<file path="src/rtl/sprite_compositor.sv">
// Sprite compositor: two-stage pixel pipeline that overlays NUM_SPR square
// sprites on a background and reports opaque sprite-to-sprite collisions.
// Ports:
//   clk, rst             pixel clock, synchronous active-high reset
//   frame_start          latches sprite shadow registers and collision report
//   pix_valid, col, row  current pixel position and visibility
//   spr_x/y/orient/en    live sprite attributes (slice i = sprite i)
//   rom_addr             registered per-sprite ROM address
//   rom_data             per-sprite ROM data, combinational from rom_addr
//   pix_out(_valid)      composited pixel, two cycles after the sampled pixel
//   coll_mask            per-sprite collision flags for the previous frame
module sprite_compositor #(
  parameter int unsigned      NUM_SPR    = 4,
  parameter int unsigned      SPR_W      = 32,
  parameter int unsigned      COL_W      = 10,
  parameter int unsigned      ROW_W      = 9,
  parameter int unsigned      PIX_W      = 12,
  parameter logic [PIX_W-1:0] TRANSP_KEY = 12'h000,
  parameter logic [PIX_W-1:0] BG_COLOR   = 12'h000,
  localparam int unsigned     AW         = 2 * $clog2(SPR_W)
) (
  input  logic                     clk,
  input  logic                     rst,
  input  logic                     frame_start,
  input  logic                     pix_valid,
  input  logic [COL_W-1:0]         col,
  input  logic [ROW_W-1:0]         row,
  input  logic [NUM_SPR*COL_W-1:0] spr_x,
  input  logic [NUM_SPR*ROW_W-1:0] spr_y,
  input  logic [NUM_SPR*2-1:0]     spr_orient,
  input  logic [NUM_SPR-1:0]       spr_en,
  output logic [NUM_SPR*AW-1:0]    rom_addr,
  input  logic [NUM_SPR*PIX_W-1:0] rom_data,
  output logic [PIX_W-1:0]         pix_out,
  output logic                     pix_out_valid,
  output logic [NUM_SPR-1:0]       coll_mask
);

  localparam int unsigned LW = $clog2(SPR_W);
  localparam int unsigned XW = COL_W + 1;
  localparam int unsigned YW = ROW_W + 1;

  // Shadow sprite attributes, only updated on frame_start
  logic [NUM_SPR*COL_W-1:0] sx_q;
  logic [NUM_SPR*ROW_W-1:0] sy_q;
  logic [NUM_SPR*2-1:0]     so_q;
  logic [NUM_SPR-1:0]       sen_q;

  // Stage 1 registers
  logic [NUM_SPR*AW-1:0]    rom_addr_q, rom_addr_d;
  logic [NUM_SPR-1:0]       hit_q, hit_d;
  logic                     vld1_q;

  // Stage 2 registers and collision tracking
  logic [PIX_W-1:0]         pix_out_q, pix_out_d;
  logic                     pix_out_valid_q;
  logic [NUM_SPR-1:0]       acc_q, acc_d;
  logic [NUM_SPR-1:0]       coll_mask_q, coll_mask_d;

  logic [NUM_SPR-1:0]       opq;
  logic [NUM_SPR-1:0]       coll_set;
  logic [PIX_W-1:0]         sel;

  // Shadow register load
  always_ff @(posedge clk) begin
    if (rst) begin
      sx_q  <= '0;
      sy_q  <= '0;
      so_q  <= '0;
      sen_q <= '0;
    end else if (frame_start) begin
      sx_q  <= spr_x;
      sy_q  <= spr_y;
      so_q  <= spr_orient;
      sen_q <= spr_en;
    end
  end

  // Per-sprite hit test and ROM address generation
  for (genvar g = 0; g < NUM_SPR; g++) begin : g_spr
    logic [XW-1:0] x_e, c_e;
    logic [YW-1:0] y_e, r_e;
    logic [LW-1:0] dx, dy;
    logic          hit;
    logic [AW-1:0] addr;

    // One extra bit so a sprite near the right/bottom edge does not wrap
    assign x_e = XW'(sx_q[g*COL_W +: COL_W]);
    assign c_e = XW'(col);
    assign y_e = YW'(sy_q[g*ROW_W +: ROW_W]);
    assign r_e = YW'(row);

    assign hit = sen_q[g]
              && (c_e >= x_e) && (c_e < x_e + XW'(SPR_W))
              && (r_e >= y_e) && (r_e < y_e + YW'(SPR_W));

    assign dx = LW'(col - sx_q[g*COL_W +: COL_W]);
    assign dy = LW'(row - sy_q[g*ROW_W +: ROW_W]);

    // M - d is the bitwise complement of d because SPR_W is a power of two
    always_comb begin
      addr = '0;
      case (so_q[g*2 +: 2])
        2'd0:    addr = {dx, dy};
        2'd1:    addr = {dx, ~dy};
        2'd2:    addr = {dy, dx};
        default: addr = {dy, ~dx};
      endcase
      if (!hit) addr = '0;
    end

    assign rom_addr_d[g*AW +: AW] = addr;
    assign hit_d[g]               = hit;

    assign opq[g] = hit_q[g] && (rom_data[g*PIX_W +: PIX_W] != TRANSP_KEY);

    // Collides when opaque together with at least one other opaque sprite
    assign coll_set[g] = vld1_q && opq[g]
                      && ((opq & ~(NUM_SPR'(1) << g)) != '0);
  end

  // Stage 1: address, hit vector and pixel-valid
  always_ff @(posedge clk) begin
    if (rst) begin
      rom_addr_q <= '0;
      hit_q      <= '0;
      vld1_q     <= 1'b0;
    end else begin
      rom_addr_q <= rom_addr_d;
      hit_q      <= hit_d;
      vld1_q     <= pix_valid;
    end
  end

  // Priority select: lowest-index opaque sprite wins
  always_comb begin
    sel = BG_COLOR;
    for (int i = int'(NUM_SPR) - 1; i >= 0; i--) begin
      if (opq[i]) sel = rom_data[i*PIX_W +: PIX_W];
    end
  end

  // Stage 2 next-state: pixel and collision bookkeeping
  always_comb begin
    pix_out_d   = vld1_q ? sel : '0;
    acc_d       = acc_q | coll_set;
    coll_mask_d = coll_mask_q;
    if (frame_start) begin
      coll_mask_d = acc_q | coll_set;
      acc_d       = '0;
    end
  end

  // Stage 2 registers
  always_ff @(posedge clk) begin
    if (rst) begin
      pix_out_q       <= '0;
      pix_out_valid_q <= 1'b0;
      acc_q           <= '0;
      coll_mask_q     <= '0;
    end else begin
      pix_out_q       <= pix_out_d;
      pix_out_valid_q <= vld1_q;
      acc_q           <= acc_d;
      coll_mask_q     <= coll_mask_d;
    end
  end

  assign rom_addr      = rom_addr_q;
  assign pix_out       = pix_out_q;
  assign pix_out_valid = pix_out_valid_q;
  assign coll_mask     = coll_mask_q;

endmodule

</file>
<file path="config.mk">
export PLATFORM = sky130hd
export DESIGN_NAME = sprite_compositor
export DESIGN_NICKNAME = d
export VERILOG_FILES = /design/src/rtl/sprite_compositor.sv
export SDC_FILE = /design/constraint.sdc
export NUM_CORES = 1
export LEC_CHECK = 0
export CAP_MARGIN = 10
export CELL_PAD_IN_SITES_DETAIL_PLACEMENT = 2
export CELL_PAD_IN_SITES_GLOBAL_PLACEMENT = 2
export CORE_MARGIN = 5
export CORE_UTILIZATION = 33
export CTS_CLUSTER_DIAMETER = 200
export CTS_CLUSTER_SIZE = 40
export DETAILED_ROUTE_END_ITERATION = 8
export HOLD_SLACK_MARGIN = 0.08
export PLACE_DENSITY = 0.85
export SLEW_MARGIN = 20
export SYNTH_ARGS = -nofsm -noshare
export SYNTH_HDL_FRONTEND = slang
export SYNTH_SLANG_ARGS = --single-unit
</file>
<file path="constraint.sdc">
create_clock -name clk -period 6.8 [get_ports clk]
set_input_delay 1.36 -clock clk [delete_from_list [all_inputs] [get_ports clk]]
set_output_delay 1.36 -clock clk [all_outputs]
set_load 0.03 [all_outputs]
</file>
; ---- After elaboration in Yosys (flattened, before gate mapping)
; Index checks and enable logic that the tools add are counted.
; W data, S select, Z words.
[totals]
reg_bits = 154
latch_bits = 0
ram_bits = 0
rom_bits = 0
in_bits = 159
out_inout_bits = 57
word_cells = 122
n_memories = 0
[classes]
add_sub_neg = 16
multipliers = 0
div_mod_pow = 0
n_lt_le_gt_ge = 16
n_eq_ne = 8
n_shift = 0
n_mux = 8
bitwise_logic = 14
reduce_logical = 46
[op_table]
columns = op, n
row1 = $pmux W10 S3, 4
row2 = $mux W12, 4
row3 = $reduce_bool A12 Y1, 4
row4 = $add A10 B6 Y11 const B, 4
row5 = $lt A10 B11 Y1, 4
row6 = $add A9 B6 Y10 const B, 4
row7 = $ge A10 B10 Y1, 4
row8 = $lt A9 B10 Y1, 4
row9 = $not A5 Y5, 8
row10 = $sub A5 B5 Y5, 8
row11 = $ge A9 B9 Y1, 4
row12 = $logic_and A1 B1 Y1, 28
row13 = $reduce_bool A4 Y1, 4
row14 = $reduce_or A2 Y1, 6
row15 = $eq A2 B1 Y1 const B, 4
row16 = $eq A2 B2 Y1 const B, 4
row17 = $logic_not A2 Y1, 4
row18 = $not A1 Y1, 5
row19 = $or A4 B4 Y4, 1

; ---- Logic depth before layout (Yosys ltp)
; Gate-level depths: netlist of the first run.
[depth]
ltp_word = 7
ltp_mapped = 11
ltp_nobuf = 10

; ---- Least setup slack after synthesis of the first run
; Ideal clock, no wire load.
[synth_timing]
path_kind = input-to-reg
start = input port row[0]
end = register rom_addr_q[27] (netlist: rom_addr[27])
setup_ps = 86
t_arrival_ps = 3366
slack_ps = 3348
path_stages = 11
path_buffers = 1
path_cell_list = inv_1 > ha_1 > inv_1 > fa_1 > a211oi_1 > o21ai_0 > a221o_1 > a22oi_1 > nand3_1 > clkbuf_1 > a211oi_1
[synth_between]
elab_chain_len = 5
elab_cells_between_ends = 8
[synth_lines]
columns = element, line_no
row1 = start: declaration, 27  ; input logic [ROW_W-1:0] row,
row2 = $ge A9 B9 Y1, 95  ; && (r_e >= y_e) && (r_e < y_e + YW'(SPR_W));
row3 = $logic_and A1 B1 Y1 (2 in a row), 95
row4 = $not A1 Y1 (no source line), -
row5 = $reduce_or A2 Y1 (no source line), -
row6 = end signal: assignment, 129  ; rom_addr_q <= rom_addr_d;
row7 = end: declaration, 50  ; logic [NUM_SPR*AW-1:0] rom_addr_q, rom_addr_d;
; Parallel ways exist; a longest one is shown, timed or not.
; A chain may end at the register's enable or synchronous reset.

; ---- Worst setup path after layout of the first run
[layout_timing]
start = input port row[0]
end = register rom_addr_q[15] (netlist: rom_addr[15])
; The elaborated chain is that of the path after synthesis.

==> results.yml, run 1 <==
global_route:
  globalRouteTotalUtil_pct: 22.22
  antenna_found_initial: 1
  grt_pass1_vias: 10220
  grt_pass1_wl_mm: 58.02
  grt_max_degree: 63
  overflow: 0
worst_setup_path:
  critPathKind: "in -> reg"
  r2r_cells: 10
  cp.required_ps: 7130
  crit_path_max_fanout: 11
  cp.arrival_ps: 4820
  worst_setup_path_end_kind: "flip-flop"
  start_kind: "input port"
timing:
  tightest_slew_ps: 1063
  fin_skew_ps: 14.77
  holdWs_ps: 469.9
  fmax_mhz: 222.9
  tns_ps: 0
  hold_violations: 0
  max-slew-margin-rel_pct: 29.12
  rsz0062_at_grt: "false"
  finalCritPeriodShare_pct: 65.97
  period_needed_ps: 4486
  setup-violations-final: 0
  slew_violations: 0
drt:
  drt-wirelength-per-cell_um: 22.11
  drt-vias-per-instance: 5.287
  drc_errors: 0
  drt_iter0_drc: 282
  firstDrtPassIters: 5
  ant_nets: 0
  vias: 8930
  wl_mm: 37.35
place:
  gp_congestion: 0.8429
  dp_cells: 1656
  postPlaceCellArea_um2: 12200
  place.port_buffers: 215
  dp_hpwl_mm: 27.63
floorplan:
  placementRows: 62
  chipWidth_um: 181.8
  io_pins: 216
  die_h_um: 181.8
  die_area_um2: 33050
  coreArea_um2: 28940
  initial_core_util_pct: 33.66
clock_network:
  ctsRootBufferMaster: "clkbuf_16"
  cts_buffers: 17
  cts_tree: "done"
  cts_resized: 0
  cts_max_path_buffers: 2
  post_cts_buffers: 0
  holdBufCountCts: 0
  clock_latency_ps: 440
  clk_pin_slew_ps: 60
  clkSinkCount: 154
  htree_levels: 4
logic_synthesis:
  syn_area_per_cell_um2: 8.862
  yosysSeqAreaShare_pct: 31.65
  ys_types: 64
  synth_common_cells: "154 x dfxtp_1, 150 x nor2_1, 120 x ha_1"
  syn_nets: 1386
  synth_most_common_cell: "dfxtp_1"
  synth_edf_count: 0
  yosysWarnings: 0
  synthTopCellsByArea: "dfxtp_1 32%, ha_1 15%, mux2i_1 12%, nor2_1 5.8%, inv_1 3.8%"
  synth_seq_cells: 154
  synth_top_cell_by_area: "dfxtp_1"
  syn_area_um2: 9739
  synth_top_area_share_pct: 31.65
  async_flop_share_pct: 0
  synth_flop_cell: "dfxtp_1"
  syn_inst: 1099
hold_path:
  hold_depth: 2
  hold_path_class: "reg -> reg"
final_layout:
  stdcell_count: 1689
  multi_input_area_um2: 6105
  drive_above_1_share_pct: 3.988
  fin_nets: 1578
  fin_area_um2: 12820
  nFillCells: 3109
  ff_latch_area_um2: 3083
  syn2layout_area_growth_pct: 31.63
outcome:
  outcome: "finished clean"
power_and_ir_drop:
  powerDensity_nw_per_um2: 205.9
  leakage_nw: 5.276
  vdd_drop_max_v: 0.0001421
job:
  drv_cap: 0
==> stage by stage <==
| step | setup WS (ps) | utilization, % | power [W] |
|---|---|---|---|
| after global routing | 2328 | 44.31 | 0.002752 |
| after detailed placement | 2173 | 42.16 | 0.001600 |
| final | 2314 | 44.31 | 0.002640 |
| after CTS | 2451 | 44.30 | 0.002659 |
| after floorplan | 3348 | - | 0.001345 |
| after global placement | 2343 | 42.16 | 0.001564 |
==> worst max-delay path, cell delays in order <==
cell and delay [ps]:
clkdlybuf4s50_1 390, inv_1 250, ha_1 220, inv_1 50, fa_1 400, a211o_1 290, a211oi_1 210, o32ai_1 150
a2111oi_0 630, nand2_1 460, a211oi_1 370
==> placed cells by master, fill, tap and decap left out, drive strengths merged, types with 36 or more instances in the layout <==
cell type        n
clkdlybuf4s50  213
dfxtp          154
nor2           150
ha             120
mux2i          115
inv            101
a21oi           58
nand3           39
xnor2           37
nand2           36
==> report_power, final <==
part / switching (W) / total (W) / leakage [nW] / internal, W
clock: 0.000435 / 0.00104 / 0.298 / 0.000603
combinational: 0.000339 / 0.000625 / 3.72 / 0.000286
sequential: 0.0000415 / 0.000977 / 1.26 / 0.000936
==> state kept, by name (all words and copies together) (netlist names) <==
register / count
sen_q: 4
rom_addr: 40
sy_q: 36
sx_q: 40
acc_q: 4
hit_q: 4
pix_out: 12
coll_mask: 4
pix_out_valid: 1
vld1_q: 1
so_q: 8
==> final timing paths <==
kind	from	endpoint	slack [ps]
setup / recovery	row[0]	rom_addr[15]	2310
setup reg to reg	sx_q[15]	rom_addr[15]	3480
hold / removal	coll_mask[1]	coll_mask[1]	470
hold reg to reg	coll_mask[1]	coll_mask[1]	470
==> layer usage <==
| metal | share of wire [%] | track usage, % |
|---|---|---|
| met5 | 0 | 0 |
| met4 | 2.4 | 7.265 |
| met3 | 4.6 | 3.882 |
| met2 | 52 | 40.99 |
| met1 | 41 | 25.94 |
==> cell families after synthesis <==
group | after synthesis | synth area share, %
AO/OA/AOI/OAI | 187 | 13.18
XOR/XNOR | 63 | 5.665
adder cells (fa/ha/maj) | 128 | 17.06
buffers and inverters | 142 | 5.665
flip-flops | 154 | 31.65
multiplexers | 115 | 11.82
AND/OR/NAND/NOR | 310 | 14.95
==> layout make-up <==
cell class                 instances  area share (%)
multi-input combinational        803           47.62
sequential                       154           24.05
timing repair buffer             217           16.87
tap                              384           3.748
clock buffer                      20           3.562
inverter                          98           2.869
clock inverter                    12           1.269
antenna                            1         0.01952
(Power assumes the default switching activity.)
==> inputs of run 2 (changes only) <==
--- a/config.mk
+++ b/config.mk
@@ -9,12 +9,12 @@
 export CELL_PAD_IN_SITES_DETAIL_PLACEMENT = 2
 export CELL_PAD_IN_SITES_GLOBAL_PLACEMENT = 2
 export CORE_MARGIN = 5
-export CORE_UTILIZATION = 33
+export CORE_UTILIZATION = 31
 export CTS_CLUSTER_DIAMETER = 200
 export CTS_CLUSTER_SIZE = 40
 export DETAILED_ROUTE_END_ITERATION = 8
 export HOLD_SLACK_MARGIN = 0.08
-export PLACE_DENSITY = 0.85
+export PLACE_DENSITY = 0.81
 export SLEW_MARGIN = 20
 export SYNTH_ARGS = -nofsm -noshare
 export SYNTH_HDL_FRONTEND = slang
==> constraint.sdc (replaced) <==
create_clock -name clk -period 4.25 [get_ports clk]
set_input_delay 0.85 -clock clk [delete_from_list [all_inputs] [get_ports clk]]
set_output_delay 0.85 -clock clk [all_outputs]
set_load 0.03 [all_outputs]
==> run 2 against run 1 <==
Against the previous run:
- final cell count up 2.0%
- combinational power up 55%
- register-to-register slack got worse by 2200 ps
- routed wire length is 6.3% lower
- worst hold slack got worse by 0.68 ps
- flip-flop and latch count is the same
- setup slack worse by 1600 ps
- non-clock buffer count is 17 higher
- highest routed layer unchanged
==> results.yml, run 2 (synthesis results as in run 1) <==
outcome:
  outcome: "finished clean"
clock_network:
  cts_buffers: 17
  clk_pin_slew_ps: 70
  cts_tree: "done"
  cts_resized: 0
  holdBufCountCts: 0
  cts_max_path_buffers: 2
  post_cts_buffers: 0
  ctsRootBufferMaster: "clkbuf_16"
  clock_latency_ps: 450
  clkSinkCount: 154
  htree_levels: 4
drt:
  drc_errors: 0
  wl_mm: 35.00
  vias: 8787
  drt-wirelength-per-cell_um: 20.31
  drt_iter0_drc: 187
  firstDrtPassIters: 4
  drt-vias-per-instance: 5.100
  ant_nets: 0
final_layout:
  layout_commonest_cell: "clkdlybuf4s50_1"
  fin_area_um2: 12960
  stdcell_count: 1723
  antennaDiodeCount: 0
  nFillCells: 3397
  syn2layout_area_growth_pct: 33.11
  final_core_util_pct: 41.40
  drive_above_1_share_pct: 5.148
  most-common-layout-cells: "213 x clkdlybuf4s50_1, 154 x dfxtp_1, 150 x nor2_1"
  fin_nets: 1595
floorplan:
  placementRows: 65
  io_pins: 216
  initial_core_util_pct: 31.10
  die_h_um: 187.3
  die_area_um2: 35060
  coreArea_um2: 31310
  chipWidth_um: 187.3
timing:
  max-slew-margin-rel_pct: 55.10
  finalCritPeriodShare_pct: 82.86
  setup-violations-final: 0
  hold_violations: 0
  fin_skew_ps: 13.27
  fmax_mhz: 284.0
  tns_ps: 0
  holdWs_ps: 469.2
  period_needed_ps: 3522
  slew_violations: 0
  rsz0062_at_grt: "false"
  tightest_slew_ps: 672.6
worst_setup_path:
  critical_path_buf_inv_count: 3
  cpMaxStageDelayCell: "fa_1"
  crit_path_max_fanout: 11
  cp.required_ps: 4600
  critPathKind: "in -> reg"
  cp.arrival_ps: 3870
  start_kind: "input port"
  r2r_slack_ps: 1310
  cp_top_family: "compound AO/OA/AOI/OAI gates"
  cpPeakStageDelay_ps: 400
  path_cells: "clkdlybuf4s50_1 -> inv_1 -> ha_1 -> inv_1 -> fa_1 -> a211o_1 -> a211oi_1 -> o32ai_1 -> a2111oi_0 -> nand2_1 -> a211oi_1"
  worst_setup_path_end_kind: "flip-flop"
power_and_ir_drop:
  vdd_drop_max_v: 0.0002903
  powerDensity_nw_per_um2: 318.9
  leakage_nw: 5.347
global_route:
  antenna_found_initial: 0
  grt_pass1_vias: 9922
  grt_pass1_wl_mm: 55.06
  globalRouteTotalUtil_pct: 19.82
  grt_max_degree: 55
  overflow: 0
place:
  dp_cells: 1691
  place.port_buffers: 215
  postPlaceCellArea_um2: 12360
  gp_congestion: 0.8039
  dp_hpwl_mm: 27.79
hold_path:
  hold_path_class: "reg -> reg"
job:
  drv_cap: 0
run 2: cell count changes in the layout (fill, tap and decap cells not counted), sizes merged:
cell / delta
inv: -1
clkinvlp: +1
clkinv: +1
buf: +17
diode: -1
clkbuf: -1
run 2: worst reg2reg max path, cell delays in order (launching register included):
cell and delay, ps:
dfxtp_1 390, inv_1 90, nor3_1 400, xnor2_1 180, ha_1 270, a21o_1 170
a21oi_1 150, a31oi_1 60, nor4b_1 430, buf_4 200, nand3_1 70, buf_4 190
a211oi_1 260
run 2: per-layer routing:
layer	global-route usage (%)	part of all wire, %	wire length [um]	vias to the layer above
met3	4.162	3.8	1336	32
met2	37.10	52	18220	169
met1	22.86	43	14910	4331
li1	-	-	-	4255
met4	5.091	1.5	533	0
met5	0	0	0	-
run 2: cell type report:
cell class	count	area (um^2)	share of cell area, %
timing repair buffer	234	2302	17.76
clock inverter	13	170.2	1.313
multi-input combinational	803	6105	47.09
sequential	154	3083	23.78
clock buffer	19	432.9	3.339
inverter	98	367.9	2.838
tap	402	503.0	3.880
run 2: power by group:
| group | internal, W | total, W | switching, W |
|---|---|---|---|
| combinational | 0.000461 | 0.000966 | 0.000504 |
| sequential | 0.00150 | 0.00156 | 0.0000642 |
| clock | 0.000929 | 0.00161 | 0.000678 |
run 2: path summary, 6_finish.rpt:
check	from	endpoint	depth (start not counted)
max	row[0]	rom_addr[15]	11
max reg2reg	sx_q[25]	rom_addr[25]	12
min reg2reg	acc_q[1]	acc_q[1]	1
min	acc_q[1]	acc_q[1]	1
run 2: metrics by stage:
step	total power [W]	setup WS (ps)
2_1_floorplan	0.002151	1308
3_3_place_gp	0.002513	398.0
3_5_place_dp	0.002558	273.3
4_1_cts	0.004198	715.5
5_1_grt	0.004347	449.1
6_report	0.004134	728.4
